$ cat config.mk
export PLATFORM = sky130hd
export DESIGN_NAME = conv_column_feeder
export DESIGN_NICKNAME = d
export VERILOG_FILES = /design/src/rtl/conv_pkg.sv /design/src/rtl/conv_addr_gen.sv /design/src/rtl/conv_column_feeder.sv
export SDC_FILE = /design/constraint.sdc
export NUM_CORES = 1
export LEC_CHECK = 0
export CAP_MARGIN = 20
export CORE_AREA = 2 2 215 132
export DETAILED_ROUTE_END_ITERATION = 12
export DIE_AREA = 0 0 217 134
export GPL_ROUTABILITY_DRIVEN = 1
export PLACE_DENSITY = 0.54
export SYNTH_ARGS = -nofsm -noshare
export SYNTH_HDL_FRONTEND = slang
export SYNTH_HIERARCHICAL = 1
export SYNTH_SLANG_ARGS = --single-unit
$ cat constraint.sdc
create_clock -name clk -period 5.4 [get_ports clk]
set_input_delay 1.08 -clock clk [delete_from_list [all_inputs] [get_ports clk]]
set_output_delay 1.08 -clock clk [all_outputs]
set_load 0.02 [all_outputs]
$ cat src/rtl/conv_pkg.sv
`default_nettype none
// ============================================================================
//  Module      : conv_pkg
//  Description : Constants, FSM state encoding and kernel-unpack helper
//                shared by the conv_2d pixel pipeline blocks.
//  Revision    : 1.0 - initial release
// ============================================================================
package conv_pkg;

    localparam int NB_PIXEL     = 8;
    localparam int KERNEL_SIZE  = 9;
    localparam int KERNEL_DIM   = 3;
    localparam int LOAD_CYCLES  = 4;
    localparam int DRAIN_CYCLES = 3;
    localparam int NB_KERNEL    = KERNEL_SIZE * NB_PIXEL;

    typedef enum logic [1:0] {
        ST_IDLE   = 2'd0,
        ST_LOAD   = 2'd1,
        ST_STREAM = 2'd2,
        ST_DRAIN  = 2'd3
    } feeder_state_t;

    // Coefficient k (1..9, row-major) sits at bits [k*NB_PIXEL-1 -: NB_PIXEL].
    function automatic logic [NB_PIXEL-1:0] kernel_coeff(
        input logic [NB_KERNEL-1:0] knl,
        input int                   k
    );
        return knl[NB_PIXEL*k-1 -: NB_PIXEL];
    endfunction

endpackage
`default_nettype wire

$ cat src/rtl/conv_addr_gen.sv
`default_nettype none
// ============================================================================
//  Module      : conv_addr_gen
//  Description : Row/column scan counters for the column feeder. Keeps a
//                running row base (r*W, stepped by +W) and registers the three
//                row-aligned read addresses for the current column.
//  Revision    : 1.0 - initial release
// ============================================================================
module conv_addr_gen
    import conv_pkg::*;
#(
    parameter int IMG_WIDTH  = 64,
    parameter int IMG_HEIGHT = 64,
    parameter int NB_ADDR    = 12
) (
    input  logic               clk,
    input  logic               i_rst,
    input  logic               i_init,
    input  logic               i_step,
    input  logic               i_clear,
    output logic [NB_ADDR-1:0] o_addr1,
    output logic [NB_ADDR-1:0] o_addr2,
    output logic [NB_ADDR-1:0] o_addr3,
    output logic               o_last_col,
    output logic               o_last_row,
    output logic               o_col_ge2
);

    localparam int COL_W = $clog2(IMG_WIDTH);
    localparam int ROW_W = $clog2(IMG_HEIGHT);

    localparam logic [NB_ADDR-1:0] C_ROW_STEP  = NB_ADDR'(IMG_WIDTH);
    localparam logic [NB_ADDR-1:0] C_ROW_STEP2 = NB_ADDR'(2 * IMG_WIDTH);
    localparam logic [COL_W-1:0]   C_LAST_COL  = COL_W'(IMG_WIDTH - 1);
    localparam logic [ROW_W-1:0]   C_LAST_ROW  = ROW_W'(IMG_HEIGHT - 3);
    localparam logic [COL_W-1:0]   C_COL_ONE   = COL_W'(1);
    localparam logic [COL_W-1:0]   C_COL_TWO   = COL_W'(2);
    localparam logic [ROW_W-1:0]   C_ROW_ONE   = ROW_W'(1);

    logic [COL_W-1:0]   col_q,   col_d;
    logic [ROW_W-1:0]   row_q,   row_d;
    logic [NB_ADDR-1:0] base_q,  base_d;
    logic [NB_ADDR-1:0] addr1_q, addr1_d;
    logic [NB_ADDR-1:0] addr2_q, addr2_d;
    logic [NB_ADDR-1:0] addr3_q, addr3_d;

    logic w_last_col;

    assign w_last_col = (col_q == C_LAST_COL);

    // Next scan position and the address triple that goes with it.
    always_comb begin
        col_d   = col_q;
        row_d   = row_q;
        base_d  = base_q;
        addr1_d = addr1_q;
        addr2_d = addr2_q;
        addr3_d = addr3_q;
        if (i_clear) begin
            col_d   = '0;
            row_d   = '0;
            base_d  = '0;
            addr1_d = '0;
            addr2_d = '0;
            addr3_d = '0;
        end else if (i_init || i_step) begin
            if (i_init) begin
                col_d  = '0;
                row_d  = '0;
                base_d = '0;
            end else if (w_last_col) begin
                // Wrap to column 0 of the next row; base advances by one row.
                col_d  = '0;
                row_d  = row_q + C_ROW_ONE;
                base_d = base_q + C_ROW_STEP;
            end else begin
                col_d  = col_q + C_COL_ONE;
            end
            addr1_d = base_d + NB_ADDR'(col_d);
            addr2_d = base_d + NB_ADDR'(col_d) + C_ROW_STEP;
            addr3_d = base_d + NB_ADDR'(col_d) + C_ROW_STEP2;
        end
    end

    // Counter and address registers.
    always_ff @(posedge clk or posedge i_rst) begin
        if (i_rst) begin
            col_q   <= '0;
            row_q   <= '0;
            base_q  <= '0;
            addr1_q <= '0;
            addr2_q <= '0;
            addr3_q <= '0;
        end else begin
            col_q   <= col_d;
            row_q   <= row_d;
            base_q  <= base_d;
            addr1_q <= addr1_d;
            addr2_q <= addr2_d;
            addr3_q <= addr3_d;
        end
    end

    assign o_addr1    = addr1_q;
    assign o_addr2    = addr2_q;
    assign o_addr3    = addr3_q;
    assign o_last_col = w_last_col;
    assign o_last_row = (row_q == C_LAST_ROW);
    assign o_col_ge2  = (col_q >= C_COL_TWO);

endmodule
`default_nettype wire

$ cat src/rtl/conv_column_feeder.sv
`default_nettype none
// ============================================================================
//  Module      : conv_column_feeder
//  Description : Source end of the conv_2d pixel interface. Loads the 3x3
//                kernel, then streams 3-row pixel columns from a frame BRAM,
//                one column per cycle, and signals done/busy.
//  Revision    : 1.0 - initial release
// ============================================================================
module conv_column_feeder
    import conv_pkg::*;
#(
    parameter int IMG_WIDTH  = 64,
    parameter int IMG_HEIGHT = 64,
    parameter int NB_ADDR    = 12
) (
    input  logic                             clk,
    input  logic                             i_rst,
    input  logic                             i_start,
    input  logic [KERNEL_SIZE*NB_PIXEL-1:0]  i_kernel,
    output logic [NB_ADDR-1:0]               o_addr1,
    output logic [NB_ADDR-1:0]               o_addr2,
    output logic [NB_ADDR-1:0]               o_addr3,
    output logic                             o_rd_en,
    input  logic [NB_PIXEL-1:0]              i_rdata1,
    input  logic [NB_PIXEL-1:0]              i_rdata2,
    input  logic [NB_PIXEL-1:0]              i_rdata3,
    output logic                             o_load_knl,
    output logic [NB_PIXEL-1:0]              o_data1,
    output logic [NB_PIXEL-1:0]              o_data2,
    output logic [NB_PIXEL-1:0]              o_data3,
    output logic                             o_data_valid,
    output logic                             o_busy,
    output logic                             o_done
);

    localparam logic [1:0] C_LOAD_LAST  = 2'(LOAD_CYCLES - 1);
    localparam logic [1:0] C_DRAIN_DONE = 2'(DRAIN_CYCLES - 2);
    localparam logic [1:0] C_DRAIN_LAST = 2'(DRAIN_CYCLES - 1);
    localparam logic [1:0] C_KNL_DIM    = 2'(KERNEL_DIM);

    // FSM and control registers
    feeder_state_t          state_q,     state_d;
    logic [1:0]             load_cnt_q,  load_cnt_d;
    logic [1:0]             drain_cnt_q, drain_cnt_d;
    logic [NB_KERNEL-1:0]   kernel_q,    kernel_d;
    logic                   busy_q,      busy_d;
    logic                   done_q,      done_d;
    logic                   load_knl_q,  load_knl_d;
    logic                   rd_en_q,     rd_en_d;

    // Read-return delay line and output datapath registers
    logic                   rdv_q,        rdv_d;
    logic                   rdv_ge2_q,    rdv_ge2_d;
    logic                   pres_ge2_q,   pres_ge2_d;
    logic                   data_valid_q, data_valid_d;
    logic [NB_PIXEL-1:0]    data1_q,      data1_d;
    logic [NB_PIXEL-1:0]    data2_q,      data2_d;
    logic [NB_PIXEL-1:0]    data3_q,      data3_d;

    // Control strobes between FSM, address generator and datapath
    logic                   w_addr_init;
    logic                   w_addr_step;
    logic                   w_addr_clear;
    logic                   w_last_col;
    logic                   w_last_row;
    logic                   w_col_ge2;
    logic                   w_coef_sel;
    logic [1:0]             w_coef_col;
    logic [NB_KERNEL-1:0]   w_coef_src;

    conv_addr_gen #(
        .IMG_WIDTH  (IMG_WIDTH),
        .IMG_HEIGHT (IMG_HEIGHT),
        .NB_ADDR    (NB_ADDR)
    ) u_addr_gen (
        .clk        (clk),
        .i_rst      (i_rst),
        .i_init     (w_addr_init),
        .i_step     (w_addr_step),
        .i_clear    (w_addr_clear),
        .o_addr1    (o_addr1),
        .o_addr2    (o_addr2),
        .o_addr3    (o_addr3),
        .o_last_col (w_last_col),
        .o_last_row (w_last_row),
        .o_col_ge2  (w_col_ge2)
    );

    // Pass sequencing: next state, registered control outputs, scan strobes.
    // Outputs are computed for the cycle being entered so they appear registered.
    always_comb begin
        state_d      = state_q;
        load_cnt_d   = load_cnt_q;
        drain_cnt_d  = drain_cnt_q;
        kernel_d     = kernel_q;
        busy_d       = busy_q;
        done_d       = 1'b0;
        load_knl_d   = 1'b0;
        rd_en_d      = 1'b0;
        w_addr_init  = 1'b0;
        w_addr_step  = 1'b0;
        w_addr_clear = 1'b0;
        w_coef_sel   = 1'b0;
        w_coef_col   = 2'd0;
        w_coef_src   = kernel_q;
        case (state_q)
            ST_IDLE: begin
                if (i_start) begin
                    // Kernel is not latched yet, so the first load column comes from the port.
                    state_d    = ST_LOAD;
                    kernel_d   = i_kernel;
                    busy_d     = 1'b1;
                    load_cnt_d = 2'd0;
                    load_knl_d = 1'b1;
                    w_coef_sel = 1'b1;
                    w_coef_src = i_kernel;
                end
            end
            ST_LOAD: begin
                if (load_cnt_q == C_LOAD_LAST) begin
                    state_d     = ST_STREAM;
                    rd_en_d     = 1'b1;
                    w_addr_init = 1'b1;
                end else begin
                    // Fourth load cycle carries zeros: conv_2d wraps its load counter there.
                    load_cnt_d = load_cnt_q + 2'd1;
                    load_knl_d = 1'b1;
                    w_coef_col = load_cnt_q + 2'd1;
                    w_coef_sel = (w_coef_col < C_KNL_DIM);
                end
            end
            ST_STREAM: begin
                if (w_last_col && w_last_row) begin
                    state_d      = ST_DRAIN;
                    drain_cnt_d  = 2'd0;
                    w_addr_clear = 1'b1;
                end else begin
                    rd_en_d     = 1'b1;
                    w_addr_step = 1'b1;
                end
            end
            ST_DRAIN: begin
                drain_cnt_d = drain_cnt_q + 2'd1;
                if (drain_cnt_q == C_DRAIN_DONE) begin
                    done_d = 1'b1;
                    busy_d = 1'b0;
                end
                if (drain_cnt_q == C_DRAIN_LAST) begin
                    state_d     = ST_IDLE;
                    drain_cnt_d = 2'd0;
                end
            end
            default: begin
                state_d = ST_IDLE;
            end
        endcase
    end

    // FSM state and control output registers.
    always_ff @(posedge clk or posedge i_rst) begin
        if (i_rst) begin
            state_q     <= ST_IDLE;
            load_cnt_q  <= 2'd0;
            drain_cnt_q <= 2'd0;
            kernel_q    <= '0;
            busy_q      <= 1'b0;
            done_q      <= 1'b0;
            load_knl_q  <= 1'b0;
            rd_en_q     <= 1'b0;
        end else begin
            state_q     <= state_d;
            load_cnt_q  <= load_cnt_d;
            drain_cnt_q <= drain_cnt_d;
            kernel_q    <= kernel_d;
            busy_q      <= busy_d;
            done_q      <= done_d;
            load_knl_q  <= load_knl_d;
            rd_en_q     <= rd_en_d;
        end
    end

    // Column data and valid delay line: issue -> BRAM return -> present -> valid.
    always_comb begin
        rdv_d        = rd_en_q;
        rdv_ge2_d    = rd_en_q & w_col_ge2;
        pres_ge2_d   = rdv_ge2_q;
        data_valid_d = pres_ge2_q;
        data1_d      = '0;
        data2_d      = '0;
        data3_d      = '0;
        if (w_coef_sel) begin
            data1_d = kernel_coeff(w_coef_src, 1 + int'(w_coef_col));
            data2_d = kernel_coeff(w_coef_src, 4 + int'(w_coef_col));
            data3_d = kernel_coeff(w_coef_src, 7 + int'(w_coef_col));
        end else if (rdv_q) begin
            data1_d = i_rdata1;
            data2_d = i_rdata2;
            data3_d = i_rdata3;
        end
    end

    // Datapath registers.
    always_ff @(posedge clk or posedge i_rst) begin
        if (i_rst) begin
            rdv_q        <= 1'b0;
            rdv_ge2_q    <= 1'b0;
            pres_ge2_q   <= 1'b0;
            data_valid_q <= 1'b0;
            data1_q      <= '0;
            data2_q      <= '0;
            data3_q      <= '0;
        end else begin
            rdv_q        <= rdv_d;
            rdv_ge2_q    <= rdv_ge2_d;
            pres_ge2_q   <= pres_ge2_d;
            data_valid_q <= data_valid_d;
            data1_q      <= data1_d;
            data2_q      <= data2_d;
            data3_q      <= data3_d;
        end
    end

    assign o_rd_en      = rd_en_q;
    assign o_load_knl   = load_knl_q;
    assign o_data1      = data1_q;
    assign o_data2      = data2_q;
    assign o_data3      = data3_q;
    assign o_data_valid = data_valid_q;
    assign o_busy       = busy_q;
    assign o_done       = done_q;

endmodule
`default_nettype wire
# Word-level counts from Yosys, hierarchy flattened
# Index checks and enable logic that the tools add are counted.
# W data, S select, Z words.
dict set report word_totals {
  romBits 0
  n_memories 0
  ram_bits 0
  reg_bits 170
  wordCells 128
  out_inout_bits 65
  latchBits 0
}
dict set report classes {
  shifts 3
  n_mul 0
  bitwise 1
  n_reduce_logical 13
  addsub 14
  n_eq_ne 14
  order_cmp 2
  muxes 60
  div_mod_pow 0
}
# cell n
set op_table {}
lappend op_table {{$shiftx A79 B8 Y8} 2}
lappend op_table {{$mux W12} 12}
lappend op_table {{$mux W72} 2}
lappend op_table {{$shiftx A79 B7 Y8} 1}
lappend op_table {{$mux W6} 10}
lappend op_table {{$mux W8} 6}
lappend op_table {{$add A12 B7 Y12 const B} 2}
lappend op_table {{$mux W2} 10}
lappend op_table {{$sub A7 B1 Y8 const B} 2}
lappend op_table {{$mux W1} 13}
lappend op_table {{$add A12 B6 Y12} 1}
lappend op_table {{$add A12 B8 Y12 const B} 1}
lappend op_table {{$add A6 B1 Y6 const B} 2}
lappend op_table {{$eq A6 B6 Y1 const B} 2}
lappend op_table {{$ne A2 B2 Y1 const B} 6}
lappend op_table {{$add A3 B2 Y4 const A} 2}
lappend op_table {{$eq A2 B2 Y1 const B} 4}
lappend op_table {{$pmux W1 S2} 4}
lappend op_table {{$pmux W2 S2} 2}
lappend op_table {{$pmux W2 S4} 1}
lappend op_table {{$reduce_bool A2 Y1} 4}
lappend op_table {{$sub A6 B1 Y7 const B} 1}
lappend op_table {{$ge A6 B2 Y1 const B} 1}
lappend op_table {{$reduce_and A3 Y1} 2}
lappend op_table {{other kinds (11)} 14}

# Longest topological paths before layout
dict set report logic_depth {
  word_depth 11
  ltp_mapped 20
}

# Modules after synthesis
# The synthesis kept the hierarchy.
# mod area_per_inst_um2 n_inst cells_per_inst
set by_module_without_submodules {}
lappend by_module_without_submodules {conv_column_feeder 6406.1 1 541}
lappend by_module_without_submodules {conv_addr_gen 2969.1 1 321}

# Worst setup path after synthesis
# No wires, ideal clock.
dict set report synth_path {
  kind {reg-to-reg}
  from {register state_q[1]}
  to {register u_addr_gen.addr3_q[11] (netlist: u_addr_gen/o_addr3[11])}
  setup_slack_ps 1517
  path_stages_with_launch 20
  synth_period_minus_slack_ps 3883
  n_path_buf 3
  t_arrival_ps 3788
  setup_time_ps 95
  path_cell_list {dfrtp_1 > inv_1 > ha_1 > nand2_1 > inv_1 > buf_4 > buf_6 > clkbuf_1 > nor2b_1 > ha_1 > fa_1 > a211oi_1 > nor2_1 > o221ai_1 > xnor2_1 > nor2_1 > ha_1 > inv_1 > o311a_1 > o31ai_1}
}
dict set report synth_via {
  elab_chain_cells 9
  word_cells_on_any_way 17
  cone_classes {2 x add/sub; 2 x eq/ne; 11 x mux; 2 x reduce/logical}
}
# item line_no
set synth_lines {}
lappend synth_lines {{start, declared} conv_column_feeder.sv:42} ;# feeder_state_t state_q, state_d;
lappend synth_lines {{start signal, assigned} conv_column_feeder.sv:171} ;# state_q <= state_d;
lappend synth_lines {{$eq A2 B1 Y1 *} conv_column_feeder.sv:106} ;# case (state_q)
lappend synth_lines {{$mux W1 *} conv_column_feeder.sv:106}
lappend synth_lines {{net w_addr_init} conv_column_feeder.sv:61} ;# logic w_addr_init;
lappend synth_lines {{$mux W12 / $mux W6 (equally long branches)} conv_addr_gen.sv:67} ;# if (i_init) begin
lappend synth_lines {{$mux W12 / $mux W6 (equally long branches)} conv_addr_gen.sv:66} ;# end else if (i_init || i_step) begin
lappend synth_lines {{$mux W12 / $mux W6 (equally long branches)} conv_addr_gen.sv:59} ;# if (i_clear) begin
lappend synth_lines {{$add A12 B6 Y12} conv_addr_gen.sv:81} ;# addr3_d = base_d + NB_ADDR'(col_d) + C_ROW_STEP2;
lappend synth_lines {{$add A12 B8 Y12} conv_addr_gen.sv:81}
lappend synth_lines {{$mux W12} conv_addr_gen.sv:66}
lappend synth_lines {{$mux W12} conv_addr_gen.sv:59}
lappend synth_lines {{end signal, assigned} conv_addr_gen.sv:100} ;# addr3_q <= addr3_d;
lappend synth_lines {{end, declared} conv_addr_gen.sv:45} ;# logic [NB_ADDR-1:0] addr3_q, addr3_d;
# Mark *: on every way through the listed nets, which the timed path passes. The rest lies on a longest branch. The select of a mux whose other input is x is not followed.
# A chain may end at the register's enable or synchronous reset.

# Final worst setup path
# Same ends and word-level chain as after synthesis.

==> results.md <==
* Status: complete, no violations
* Max clock buf depth at 2
* Max-cap violation count at 0
* Share of power burned in registers at 0.300
* Largest family of logic cells by synthesized area: multiplexers
* Switching Share at 0.420
* Actual slew at the worst max-slew pin at between 1 and 1.5 ns
* Yosys reg bits at between 150 and 200
* Pwr/cell area at ~520 mW/mm2
* Slew HR at 0.282
* # clock sinks at roughly 160
* Comb power frac at 0.506
* Synth Area in Compound Gates at 0.130
* Via count at ~7100
* Core area at 0.0272 mm2
* Fin. max-slew vios at 0
* Sequential share of the synthesized area at 0.419
* Synth Instances at 862
* Residual DRC at 0
* Critical Path RT at between 5 and 6 ns
* Min Tclk post-route at approximately 4.5 ns
* Top cells by area, synth: dfrtp_1, mux4_2, nand2_1, ha_1, mux4_1
* Pre-CTS setup slack at between 0.9 and 1 ns
* DR vias/cell at roughly 5.2
* Setup bufs post-CTS at 0
* DP HPWL at approximately 21000 um
* Setup crit end kind: register
* WP data arrival at 4.83 ns
* Grt ovf at 0
* Top Ports at about 160
* Post-DRT Antenna Nets at 0
* First-pass GRT wire length at between 40000 and 50000 um
* Tot Pwr at roughly 6000 uW
* Die height at 134 um
* Crit path launch type: register
* WL/cell at between 20 and 25 um
* YS warnings at 6
* Final Hold Viols at 0
* Post-Synth Simple-Gate Area at 0.147
* Syn avg cell area at between 10 and 15 um2
* Min-Delay Path Class: register to register
* Fraction of layout cells with a size suffix above 1 at 0.130
* Vias in the first global route at approximately 7000
* Later-pin clock latency in the skew report at 0.44 ns
* Crit share post-route at 0.831
* Top FF cell, synth: dfrtp_1
* Layout area overhead at 24.4%
* Worst Skew at just over 0.01 ns
* Hold-fix buffers, CTS at 0
* Post-synthesis mux area share at 0.177
* Final layout net count at between 1000 and 1500
* Static leakage at 0.00508 uW
* CTS tree: built
* Post-synth EDFFs at 0
* DRT Pass-1 Iters at 6
* Die area at slightly below 0.03 mm2
* IO Port Bufs at between 150 and 200
* Critical path class: register to register
* Cell Rows at 47
* GP Congestion at about 0.85
* Ys async rst share at 1.00
* Post-DP Area at 0.0111 mm2
* CTS clk-pin slew, worst paths at about 0.06 ns
* CTS buffer count at 17
* Finished Cell Area at approximately 0.012 mm2
* Internal at 3550 uW
* Sum Neg Setup Slack at 0 ns
* Final setup violation count at 0
* Syn Nets at just under 1000
* ANT cells at 0
* Clk pwr share at 0.193
* Final WS setup at 0.915 ns
* Largest net degree at the start of global routing at 52
* Initial drt markers at 536
* Adder-cell area share of the yosys netlist at 0.0342
* Post-synth top area share at 0.419
* XOR/XNOR Fraction of Synth Area at 0.0280
* Overall routed net length at ~28000 um
* Crit-path max FO at 27
* CTS resizes at 0
* GRT Util Overall at 0.201
* P_sw at ~2600 uW
* Initial antenna violation count at 0
* Synthesized cell area at approximately 0.0094 mm2
* Fmax at 0.223 GHz
* Distinct cell type count after synthesis at 76
* VDD IR-drop max at 222 uV
* Die W at roughly 220 um
* H-tree depth at 4
* Clk Tree Root Cell: clkbuf_16
* Initial Utilization at 0.345
* Synth area leader: dfrtp_1
* Unrepaired setup endpoints after global routing: false
stage by stage:
| stage | util | hold WS [ns] | instances |
|---|---|---|---|
| floorplan | - | 0.331 | 862 |
| global placement | 0.408 | 0.333 | 1335 |
| detailed placement | 0.408 | 0.337 | 1335 |
| CTS | 0.429 | 0.352 | 1367 |
| global route | 0.429 | 0.357 | 1368 |
| finish | 0.429 | 0.349 | 1368 |
sequential cells by signal (all words and copies together) (netlist names), 5 cells and up:
signal / flops
kernel_q: 72
u_addr_gen/o_addr1: 12
u_addr_gen/base_q: 12
o_data2: 8
u_addr_gen/row_q: 6
o_data3: 8
u_addr_gen/o_addr3: 5
o_data1: 8
u_addr_gen/o_addr2: 6
u_addr_gen/col_q: 6
cell families (layout without fill, tap and decap cells):
logic type | Yosys count | in the layout
DFF | 157 | 157
buffers and inverters | 96 | 235
xor gates and xnor gates | 30 | 30
adders and majority gates | 25 | 25
muxes | 96 | 96
and+or+nand+nor | 297 | 297
AOI/OAI and AO/OA | 161 | 161
synthesized netlist by cell type (all sizes together) (2+ instances only):
cell,count
nand2,171
dfrtp,157
mux4,51
buf,46
nor2,31
o21ai,29
inv,27
o211ai,27
mux2i,26
a22oi,24
ha,24
clkbuf,22
mux2,19
and3,16
xnor2,16
nand3,15
xor2,14
and2,13
a211oi,12
a21o,12
nor3,11
a211o,10
a22o,9
nor2b,9
a21oi,8
nand2b,7
nand4,5
or2,5
a32oi,4
o311ai,4
o31ai,3
a2111o,2
nor4,2
o21a,2
o221ai,2
o41ai,2
or2b,2
or3,2
or3b,2
worst paths after layout:
check	endpoint	startpoint	depth (start not counted)	slack (ns)
min in group asynchronous	u_addr_gen/o_addr1[10]$_DFFE_PP0P_	i_rst	2	1.07
worst min register to register	data_valid_d$_DFF_PP0_	pres_ge2_d$_DFF_PP0_	0	0.35
worst min-delay path	data_valid_d$_DFF_PP0_	pres_ge2_d$_DFF_PP0_	0	0.35
worst max-delay path	u_addr_gen/o_addr3[11]$_DFFE_PP0P_	state_q[1]$_DFFE_PP0P_	16	0.92
worst max register to register	u_addr_gen/o_addr3[11]$_DFFE_PP0P_	state_q[1]$_DFFE_PP0P_	16	0.92
max in group asynchronous	kernel_q[15]$_DFF_PP0_	i_rst	3	3.35
layout by cell type (no fill, tap or decap), types with 3 or more instances in the layout:
cell type	n
nand2_1	170
clkdlybuf4s50_1	163
dfrtp_1	157
mux4_2	40
nor2_1	29
mux2i_1	26
o21ai_0	26
inv_1	25
a22oi_1	24
o211ai_1	24
ha_1	24
mux2_2	19
clkbuf_16	17
and3_1	16
xnor2_1	16
xor2_1	14
nand3_1	14
a21o_1	11
and2_1	11
mux4_1	11
a211o_1	10
buf_4	10
nor3_1	9
nor2b_1	9
a22o_1	9
a211oi_1	8
a21oi_1	8
clkinv_4	7
nand2b_1	7
a32oi_1	4
o311ai_1	4
a211oi_2	4
or2_2	4
nand4_1	4
o211ai_2	3
clkinvlp_4	3
inv_6	3
o31ai_1	3
power by group through the flow:
stage                     sequential (uW)  combinational (uW)  clock (uW)
final                                1840                3100        1180
after global routing                 1890                3390        1260
after CTS                            1830                3080        1210
after detailed placement             1850                3060           0
after global placement               1840                3050           0
after floorplan                      1860                2140           0
critical path, cell delays in order (launching register included):
cell and delay (ns):
dfrtp_1 0.39, inv_1 0.12, ha_1 0.29, nand2_1 0.09, inv_1 0.63, nor3_1 0.18, ha_1 0.27, fa_1 0.44
a211oi_1 0.26, nor2_1 0.16, o221ai_1 0.31, xnor2_1 0.15, nor2_1 0.24, ha_1 0.24, inv_1 0.08, o311a_1 0.35
o31ai_1 0.19
layout make-up:
class | count | area [um2]
fill | 2628 | 15500
multi-input combinational | 609 | 4850
sequential | 157 | 3930
timing repair buffer | 175 | 1750
tap | 367 | 459
clock buffer | 17 | 425
clock inverter | 15 | 141
inverter | 28 | 113
layer usage:
| layer | track usage | wire length (um) |
|---|---|---|
| met4 | 0.0445 | 308 |
| met1 | 0.317 | 14700 |
| met5 | 0 | 0 |
| met3 | 0.0751 | 2290 |
| met2 | 0.253 | 10900 |
Note: power is estimated with default switching activity, not from simulation.
